==> src/rtl/snoop_dispatch.sv <==
// rtl/snoop_dispatch.sv - routes one snooper packet at a time to a round-robin selected packet-filter VM
module snoop_dispatch #(
  parameter  int N          = 5,
  parameter  int ADDR_WIDTH = 9,
  parameter  int DATA_WIDTH = 64,
  localparam int SEL_WIDTH  = (N > 1) ? $clog2(N) : 1
) (
  input  logic                    axi_aclk,
  input  logic                    rst,
  input  logic [ADDR_WIDTH-1:0]   snooper_wr_addr,
  input  logic [DATA_WIDTH-1:0]   snooper_wr_data,
  input  logic                    snooper_wr_en,
  input  logic                    snooper_done,
  output logic                    ready_for_snooper,
  output logic [N*ADDR_WIDTH-1:0] vm_wr_addr,
  output logic [N*DATA_WIDTH-1:0] vm_wr_data,
  output logic [N-1:0]            vm_wr_en,
  output logic [N-1:0]            vm_done,
  input  logic [N-1:0]            vm_ready,
  output logic [SEL_WIDTH-1:0]    grant_sel,
  output logic [15:0]             pkt_count
);

  localparam logic [0:0] SEARCH = 1'b0;
  localparam logic [0:0] LOCKED = 1'b1;

  logic [0:0]           state_q,     state_d;
  logic [SEL_WIDTH-1:0] ptr_q,       ptr_d;
  logic [SEL_WIDTH-1:0] grant_sel_q, grant_sel_d;
  logic [15:0]          pkt_count_q, pkt_count_d;

  logic                 found;
  logic [SEL_WIDTH-1:0] pick;
  logic [SEL_WIDTH-1:0] idx_sel;
  logic [SEL_WIDTH-1:0] next_ptr;
  int                   idx;
  logic                 locked_live;

  // Round-robin scan starting at ptr_q; the first ready VM wins.
  always_comb begin
    found   = 1'b0;
    pick    = grant_sel_q;
    idx     = 0;
    idx_sel = '0;
    for (int i = 0; i < N; i++) begin
      idx = int'(ptr_q) + i;
      if (idx >= N) idx = idx - N;
      idx_sel = SEL_WIDTH'(idx);
      if (!found && vm_ready[idx_sel]) begin
        found = 1'b1;
        pick  = idx_sel;
      end
    end
  end

  always_comb begin
    if (grant_sel_q == SEL_WIDTH'(N - 1)) next_ptr = '0;
    else                                  next_ptr = grant_sel_q + 1'b1;
  end

  always_comb begin
    state_d     = state_q;
    ptr_d       = ptr_q;
    grant_sel_d = grant_sel_q;
    pkt_count_d = pkt_count_q;
    case (state_q)
      SEARCH: begin
        if (found) begin
          grant_sel_d = pick;
          state_d     = LOCKED;
        end
      end
      LOCKED: begin
        // Only end-of-packet releases the lock; a ready drop just stalls the snooper.
        if (snooper_done) begin
          ptr_d       = next_ptr;
          pkt_count_d = pkt_count_q + 16'd1;
          state_d     = SEARCH;
        end
      end
      default: state_d = SEARCH;
    endcase
  end

  always_ff @(posedge axi_aclk) begin
    if (rst) begin
      state_q     <= SEARCH;
      ptr_q       <= '0;
      grant_sel_q <= '0;
      pkt_count_q <= '0;
    end else begin
      state_q     <= state_d;
      ptr_q       <= ptr_d;
      grant_sel_q <= grant_sel_d;
      pkt_count_q <= pkt_count_d;
    end
  end

  assign locked_live = (state_q == LOCKED) && !rst;

  always_comb begin
    vm_wr_en = '0;
    vm_done  = '0;
    if (locked_live) begin
      vm_wr_en[grant_sel_q] = snooper_wr_en;
      vm_done[grant_sel_q]  = snooper_done;
    end
  end

  assign ready_for_snooper = locked_live && vm_ready[grant_sel_q];
  assign vm_wr_addr        = {N{snooper_wr_addr}};
  assign vm_wr_data        = {N{snooper_wr_data}};
  assign grant_sel         = grant_sel_q;
  assign pkt_count         = pkt_count_q;

endmodule

==> config.mk <==
export PLATFORM = sky130hd
export DESIGN_NAME = snoop_dispatch
export DESIGN_NICKNAME = d
export VERILOG_FILES = /design/src/rtl/snoop_dispatch.sv
export SDC_FILE = /design/constraint.sdc
export NUM_CORES = 1
export LEC_CHECK = 0
export ABC_AREA = 1
export CORE_AREA = 2 2 188 190
export CTS_CLUSTER_SIZE = 24
export DETAILED_ROUTE_END_ITERATION = 10
export DIE_AREA = 0 0 190 192
export GPL_TIMING_DRIVEN = 0
export PLACE_DENSITY = 0.53
export SLEW_MARGIN = 30
export SYNTH_ARGS = -nofsm -noshare
export SYNTH_HDL_FRONTEND = slang
export SYNTH_SLANG_ARGS = --single-unit
==> constraint.sdc <==
create_clock -name axi_aclk -period 4.83 [get_ports axi_aclk]
set_clock_uncertainty 0.05 [all_clocks]
set_input_delay 0.966 -clock axi_aclk [delete_from_list [all_inputs] [get_ports axi_aclk]]
set_output_delay 0.966 -clock axi_aclk [all_outputs]
set_load 0.03 [all_outputs]
==> Word level (Yosys, flattened, before mapping) <==
Cells that the tools add are included.
{ "classes": {"order_cmp": 12, "n_mux": 35, "eq_ne": 1, "reduce_logical": 15, "addsub": 11, "n_bitwise": 3} }
{ "op_table": {"columns": ["op", "n"], "rows": [
  ["3-bit two-way mux", 11],
  ["3-bit by 4-bit less-than comparator with 1-bit output (second input constant)", 6],
  ["1-bit binary-select mux with 3-bit select", 6],
  ["16-bit by 1-bit adder with 16-bit output (second input constant)", 1],
  ["4-bit by 3-bit >= comparator with 1-bit output (second input constant)", 4],
  ["3-bit subtractor (second input constant)", 5],
  ["1-bit two-way mux", 14],
  ["5-bit bitwise AND", 2],
  ["5-bit two-way mux", 2],
  ["3-bit by 2-bit adder with 4-bit output (second input constant)", 2],
  ["1-bit logical AND", 7],
  ["1-bit zero test", 5],
  ["5-bit nonzero test", 1],
  ["3-bit by 1-bit adder with 4-bit output (second input constant)", 1],
  ["3-bit by 3-bit adder with 4-bit output (second input constant)", 1],
  ["3-bit by 1-bit adder with 3-bit output (second input constant)", 1],
  ["1-bit demux with 3-bit select", 1],
  ["3-bit == test (second input constant)", 1],
  ["3-bit by 1-bit >= comparator with 1-bit output (second input constant)", 1],
  ["3-bit >= comparator (second input constant)", 1],
  ["3-bit AND reduction", 1],
  ["1-bit one-hot mux with 2 select lines", 1],
  ["2-bit AND reduction", 1],
  ["1-bit inverter", 1]
]} }
{ "word_totals": {"input_bits": 82, "wordCells": 81, "regBits": 23, "out_inout_bits": 395} }

==> Depth between registers and ports, before layout <==
Gate-level depths: netlist of run 1.
{ "logic_depth": {"ltp_word": 19, "ltp_mapped": 20} }

==> Worst setup path before layout of run 1 <==
Ideal clock, no wire load.
{ "synth_timing": {"path_type": "in2out", "startpoint": "input port rst", "endpoint": "output port vm_done[2]", "path_buffers": 1, "stages": 4, "t_required_ns": 3.814, "path_slack_ns": 1.934, "arrival_time_ns": 1.880, "path_cell_list": "clkbuf_1 inv_1 nand2_1 nor2_1"} }
{ "synth_between": {"elab_chain_len": 3} }
{ "synth_rtl": {"columns": ["item", "line_no", "source"], "rows": [
  ["from (decl)", "9", "input logic rst,"],
  ["1-bit zero test", "99", "assign locked_live = (state_q == LOCKED) && !rst;"],
  ["1-bit logical AND", "99", null],
  ["5-bit two-way mux", "104", "if (locked_live) begin"],
  ["to (decl)", "18", "output logic [N-1:0] vm_done,"]
]} }
Every way passes these cells.

==> Worst setup path in the final report of run 1 <==
{ "layout_timing": {"startpoint": "input port snooper_done", "endpoint": "output port vm_done[1]"} }
{ "layout_between": {"elab_chain_len": 2} }
{ "layout_rtl": {"columns": ["item", "line_no", "source"], "rows": [
  ["from (decl)", "13", "input logic snooper_done,"],
  ["5-bit bitwise AND (no source line)", null, null],
  ["5-bit two-way mux", "104", null]
]} }
Every way passes these cells.

==> impl_results.md, run 1 <==
- 1st-pass router iterations: 4
- Cell Pwr Density: approximately 200 nW/µm²
- CTS tree: built
- Gr usage total: 8.00%
- Syn_nets: about 810
- Core ar.: 34300 µm²
- Crit path DAT: approximately 2.8 ns
- # H-tree levels: 1
- Starting DRC count in detailed routing: 100
- CP endpoint: vm_done[1]
- Synthesized flop and latch total: 23
- Filler Cell Count: between 3000 and 4000
- Syn Inst Count: about 720
- Worst setup SP type: input port
- Layout Area Growth over Synthesis: 92.5%
- Share of layout cells above drive strength 1: 38.3%
- CTS max path bufs: 2
- Die W: around 190 µm
- Synth area leaders: buf_4 (54%), dfxtp_1 (9.1%), nand2_1 (5.6%), nand3_1 (4.1%), inv_1 (3.1%)
- Final ANT Viol Nets: 0
- Max_cap viols: 0
- Clock transition at path regs: about 0.06 ns
- Final period utilization: 78.8%
- Status: complete, no violations
- Period minus WS final: 3.80 ns
- Syn_area_per_cell: roughly 7.0 µm²
- Primary FF master, synth: dfxtp_1
- First-pass GRT wire length: ~24000 µm
- Setup slack, reg-to-reg: 1.82 ns
- Initial Util: 14.7%
- Post-CTS Setup Inserts: 0
- Via/cell ratio: 3.30
- Setup crit start: snooper_done
- Yosys cell types: 43
- Die ar.: 36500 µm²
- Post-cts repair resize count: 0
- Crit end category: output port
- Total negative setup slack: 0 ns
- Hold Fails Final Rpt: 0
- Die height: ~190 µm
- Peak VDD IR: 111 µV
- Clk sink count: 23
- Req. time, crit path: 3.81 ns
- Most numerous cell in the Yosys netlist: buf_4
- Reg area: 460 µm²
- Worst Hold Class: reg -> reg
- Ports: 477
- Setup violations, final: 0
- RSZ-0062 raised after global routing: false
- Post-DP HPWL: about 15000 µm
- Via count: approximately 5200
- Post-synth EDFFs: 0
- Synth warn: 0
- Area leader, netlist: buf_4
- Residual DRC count: 0
- Worst rel slew slack: between 60 and 70%
- Crit Path Max Fanout: 7
- Area of the multi-input gates: around 1600 µm²
- Antenna cells: 0
- Largest net degree at the start of global routing: 13
- Pleak: around 4.4 nW
- Cells on worst reg2reg path: 12
- Maximum clock rate: around 260 MHz
- Beginning of the worst register-to-register path: ptr_q[1]
- Routed WL: around 17000 µm
- Root buffer cell: clkbuf_16
- GPL Wtd Cong: 0.775
- Mapped Area: ~5000 µm²
- Initial antenna violation count: 0
- Cts hold-fix bufs: 0
- Routed WL per cell: 10.7 µm
- Setup CP Type: in -> out
- Final Max Tran Viols: 0
- Cts bufs inserted: 3
- Core Util, Final: between 20% and 30%
- Pin slew with the least headroom to its limit: around 0.57 ns
- GR Overflow Total: 0
- R2r endpoint: grant_sel[0]
- Port Buffer Count: ~400
- Number of global-route vias before repair: 4700
- Inst Count DP: ~1600
- Sequential fraction of the synthesis area: under 10%
- Final cell count without fillers: about 1600
- Asr flop ratio synth: 0%
- Synth cell count leaders: buf_4 (365), nand2_1 (75), inv_1 (42)
- Row count: 68
- Overall Power: 0.00196 W
- Top cell type's share of synthesized area: a little over half
- Fin nets: around 1200
- Clock Latency Late Sink: around 0.26 ns
- WHS: around 0.46 ns
layer usage:
metal / part of all wire [%] / up-vias / global-route usage [%]
met5: 0 / - / 0
met4: 0.35 / 0 / 0.686
met3: 11 / 4 / 2.85
met2: 53 / 273 / 15.9
met1: 36 / 2226 / 8.27
li1: - / 2695 / -
how the worst min path moves through the flow:
stage | from | to | slack, ns | cells after the start
2_1_floorplan | state_q | state_q | 0.42 | 2
3_3_place_gp | pkt_count[13] | pkt_count[13] | 0.45 | 2
3_5_place_dp | pkt_count[13] | pkt_count[13] | 0.45 | 2
4_1_cts | pkt_count[13] | pkt_count[13] | 0.46 | 2
5_1_grt | pkt_count[13] | pkt_count[13] | 0.49 | 2
6_report | pkt_count[13] | pkt_count[13] | 0.46 | 2
registers in the layout, summed over array words and instances (netlist names):
| signal | count |
|---|---|
| ptr_q | 3 |
| grant_sel | 3 |
| state_q | 1 |
| pkt_count | 16 |
cell usage in the layout, fill, tap and decap left out, drive strengths merged:
master,count
clkdlybuf4s50,401
buf,366
nand2,100
nand3,50
inv,48
nor2,34
dfxtp,23
o21ai,23
nor3,14
a21oi,14
ha,11
nand4,7
clkbuf,7
o22ai,3
o211ai,3
o21a,2
nand3b,2
o21bai,2
xnor2,2
nor3b,2
clkinv,1
o221ai,1
or2,1
and3,1
and2,1
fa,1
kinds of logic after synthesis:
kind of cell	share of synthesized area (%)
flip-flops	9.14
buffers and inverters	58.5
XOR/XNOR	0.497
adder cells (fa/ha/maj)	3.13
AND/OR/NAND/NOR	22.5
AO/OA/AOI/OAI	6.23
critical path, cell delays in order:
cell and delay [ns]:
clkdlybuf4s50_1 0.50, nand2_2 0.09, clkinv_2 0.12, nand2_1 0.19
nor2_1 0.19, clkdlybuf4s50_1 0.72
power breakdown:
group	leakage [nW]	total, W	switching (W)	internal [W]
registers	0.186	0.000233	0.0000277	0.000205
clock network	0.0382	0.000183	0.0000702	0.000113
logic	4.14	0.00155	0.000879	0.000670
total	4.37	0.00196	0.000977	0.000988
final cells by class:
class | count | area share [%]
Tap cell | 455 | 5.87
Sequential cell | 23 | 4.75
Multi-Input combinational cell | 274 | 16.8
Clock buffer | 4 | 0.812
Buffer | 369 | 28.5
Inverter | 49 | 1.91
Timing Repair Buffer | 401 | 41.4
per-stage QoR:
stage | setup slack [ns] | cell area, µm²
finish | 1.03 | 9700
global route | 0.918 | 9700
CTS | 1.00 | 9700
detailed placement | 1.00 | 9620
global placement | 1.02 | 9620
floorplan | 1.93 | 5040
Power figures use the tool's default switching activity.
==> run 2: changes to the inputs <==
--- a/config.mk
+++ b/config.mk
@@ -6,12 +6,12 @@
 export NUM_CORES = 1
 export LEC_CHECK = 0
 export ABC_AREA = 1
-export CORE_AREA = 2 2 188 190
+export CORE_AREA = 2 2 184 186
 export CTS_CLUSTER_SIZE = 24
 export DETAILED_ROUTE_END_ITERATION = 10
-export DIE_AREA = 0 0 190 192
+export DIE_AREA = 0 0 186 188
 export GPL_TIMING_DRIVEN = 0
-export PLACE_DENSITY = 0.53
+export PLACE_DENSITY = 0.56
 export SLEW_MARGIN = 30
 export SYNTH_ARGS = -nofsm -noshare
 export SYNTH_HDL_FRONTEND = slang
==> constraint.sdc (replaced) <==
create_clock -name axi_aclk -period 3.3 [get_ports axi_aclk]
set_clock_uncertainty 0.05 [all_clocks]
set_input_delay 0.66 -clock axi_aclk [delete_from_list [all_inputs] [get_ports axi_aclk]]
set_output_delay 0.66 -clock axi_aclk [all_outputs]
set_load 0.03 [all_outputs]
==> run 2 against run 1 <==
Final area about the same. Critical path depth decreased by 1. Worst setup slack got worse by 0.86 ns. Global-route usage increased by 0.62 points. Count of clock-buffer cells in the layout unchanged. Register-to-register slack got worse by 1.6 ns. Total power increased by 46%. Sequential power increased by 47%. Routed wire length decreased by 0.34%. Clock power increased by 43%.
==> impl_results.md, run 2 (synthesis results as in run 1) <==
- CTS tree: built (unchanged)
- Final period utilization: between 90% and 100%
- Ports: 477 (unchanged)
- Cts bufs inserted: 3 (unchanged)
- Setup CP Type: in -> out (unchanged)
- Cts hold-fix bufs: 0 (unchanged)
- Layout Area Growth over Synthesis: 92.3% (was 92.5%)
- Residual DRC count: 0 (unchanged)
- Post-CTS Setup Inserts: 0 (unchanged)
- Initial antenna violation count: 0 (unchanged)
- Max_cap viols: 0 (unchanged)
- Die ar.: 35000 µm² (was 36500 µm²)
- Cell Pwr Density: 296 nW/µm² (was 203 nW/µm²)
- Row count: 67 (was 68)
- Number of global-route vias before repair: 4689 (was 4700)
- Beginning of the worst register-to-register path: ptr_q[1] (unchanged)
- Worst setup SP type: input port (unchanged)
- Port Buffer Count: 401 (unchanged)
- Final ANT Viol Nets: 0 (unchanged)
- Via/cell ratio: 3.30 (about the same)
- Setup violations, final: 0 (unchanged)
- GR Overflow Total: 0 (unchanged)
- Antenna cells: 0 (unchanged)
- Die height: 188 µm (was 192 µm)
- WHS: 0.461 ns (was 0.462 ns)
- Pleak: 4.37 nW (unchanged)
- Filler Cell Count: 3530 (was 3687)
- Max reg flops: 16 (unchanged)
- Hold Fails Final Rpt: 0 (unchanged)
- Total negative setup slack: 0 ns (unchanged)
- Peak VDD IR: 272 µV (was 111 µV)
- Worst Hold Class: reg -> reg (unchanged)
- Pin slew with the least headroom to its limit: 0.657 ns (was 0.575 ns)
- Period minus WS final: around 3.1 ns
- Min-delay src: pkt_count[4] (was pkt_count[13])
- Leading cell type in the layout, fill and taps excluded: clkdlybuf4s50_1 (unchanged)
- Root buffer cell: clkbuf_16 (unchanged)
- Crit path DAT: 2.42 ns (was 2.79 ns)
- Largest net degree at the start of global routing: 13 (unchanged)
- Clock Latency Late Sink: 0.25 ns (was 0.26 ns)
- RSZ-0062 raised after global routing: false (unchanged)
- Req. time, crit path: 2.59 ns (was 3.81 ns)
- Maximum clock rate: roughly 320 MHz
- CTS max path bufs: 2 (unchanged)
- Clock transition at path regs: 0.06 ns (about the same)
- Starting DRC count in detailed routing: 162 (was 100)
- Die W: 186 µm (was 190 µm)
- Initial Util: 15.2% (was 14.7%)
- Clk sink count: 23 (unchanged)
- Status: complete, no violations (unchanged)
- Post-DP HPWL: 15100 µm (about the same)
- Post-cts repair resize count: 0 (unchanged)
- Worst rel slew slack: 56.2% (was 61.7%)
- Via count: 5169 (was 5198)
- Crit end category: output port (unchanged)
- Core ar.: 33100 µm² (was 34300 µm²)
- Gr usage total: 8.62% (was 8.00%)
- Crit Path Max Fanout: 4 (was 7)
- Setup crit start: vm_ready[2] (was snooper_done)
- Final Max Tran Viols: 0 (unchanged)
- Routed WL per cell: 10.7 µm (about the same)
- Share of layout cells above drive strength 1: 38.3% (unchanged)
- 1st-pass router iterations: 5 (was 4)
- GPL Wtd Cong: 0.803 (was 0.775)
- # H-tree levels: 1 (unchanged)
- Routed WL: 16800 µm (about the same)
- Commonest cells after routing, fill and taps aside: clkdlybuf4s50_1 (401), buf_4 (365), nand2_1 (75) (unchanged)
- Fin nets: 1215 (unchanged)
- First-pass GRT wire length: 24700 µm (was 24100 µm)
==> run 2: cell counts in the layout (fill, tap and decap cells not counted) <==
No cell type changed its count.
==> run 2: final cells by class <==
cell class / count / area (µm²) / share of cell area (%)
buffer: 369 / 2760 / 28.5
clock buffer: 4 / 78.8 / 0.813
inverter: 49 / 185 / 1.91
multi-input combinational: 274 / 1630 / 16.8
sequential: 23 / 460 / 4.75
tap: 448 / 561 / 5.78
timing repair buffer: 401 / 4010 / 41.4
==> run 2: path summary, 6_finish.rpt <==
| kind | to | slack (ns) | cells after the start |
|---|---|---|---|
| worst min register to register | pkt_count[4] | 0.46 | 2 |
| worst max-delay path | ready_for_snooper | 0.17 | 5 |
| worst max register to register | grant_sel[1] | 0.26 | 12 |
| worst min-delay path | pkt_count[4] | 0.46 | 2 |
==> run 2: routing by layer <==
metal / track usage [%] / part of all wire [%]
met4: 1.09 / 1.0
met5: 0 / 0
met2: 17.9 / 55
met1: 8.95 / 35
met3: 1.48 / 8.9
==> run 2: stage by stage <==
step	std cells	worst slack [ns]	total power, W	utilization [%]	area [µm²]
detailed placement	1564	0.186	0.00262	29.0	9610
CTS	1568	0.167	0.00289	29.3	9690
global placement	1564	0.158	0.00261	29.0	9610
floorplan	715	0.829	0.00194	-	5040
global route	1568	0.0521	0.00306	29.3	9690
finish	1568	0.166	0.00287	29.3	9690
==> run 2: report_power, final <==
part	leakage, nW	internal (W)	total [W]	switching (W)
Sequential	0.186	0.000300	0.000342	0.0000413
Combinational	4.14	0.000979	0.00226	0.00128
Clock	0.0382	0.000165	0.000262	0.0000969
==> run 2: worst max-delay path, cell delays in order <==
cell             delay (ns)
clkdlybuf4s50_1        0.55
inv_1                  0.14
o221ai_1               0.22
o21a_1                 0.15
clkdlybuf4s50_1        0.70
==> run 3: changes to the inputs <==
--- a/config.mk
+++ b/config.mk
@@ -6,12 +6,12 @@
 export NUM_CORES = 1
 export LEC_CHECK = 0
 export ABC_AREA = 1
-export CORE_AREA = 2 2 184 186
+export CORE_AREA = 2 2 188 190
 export CTS_CLUSTER_SIZE = 24
 export DETAILED_ROUTE_END_ITERATION = 10
-export DIE_AREA = 0 0 186 188
+export DIE_AREA = 0 0 190 192
 export GPL_TIMING_DRIVEN = 0
-export PLACE_DENSITY = 0.56
+export PLACE_DENSITY = 0.53
 export SLEW_MARGIN = 30
 export SYNTH_ARGS = -nofsm -noshare
 export SYNTH_HDL_FRONTEND = slang
==> constraint.sdc (replaced) <==
create_clock -name axi_aclk -period 3.5 [get_ports axi_aclk]
set_clock_uncertainty 0.05 [all_clocks]
set_input_delay 0.7 -clock axi_aclk [delete_from_list [all_inputs] [get_ports axi_aclk]]
set_output_delay 0.7 -clock axi_aclk [all_outputs]
set_load 0.03 [all_outputs]
==> results of run 3 <==
The final DEF is identical to that of run 1. Status: complete, no violations.
Among the figures that moved: setup slack after placement 1.00 ns -> 0.206 ns; setup slack after layout 1.03 ns -> 0.227 ns; register-to-register setup slack 1.82 ns -> 0.49 ns; total power 0.00196 W -> 0.00271 W; worst IR drop on VDD 111 µV -> 154 µV
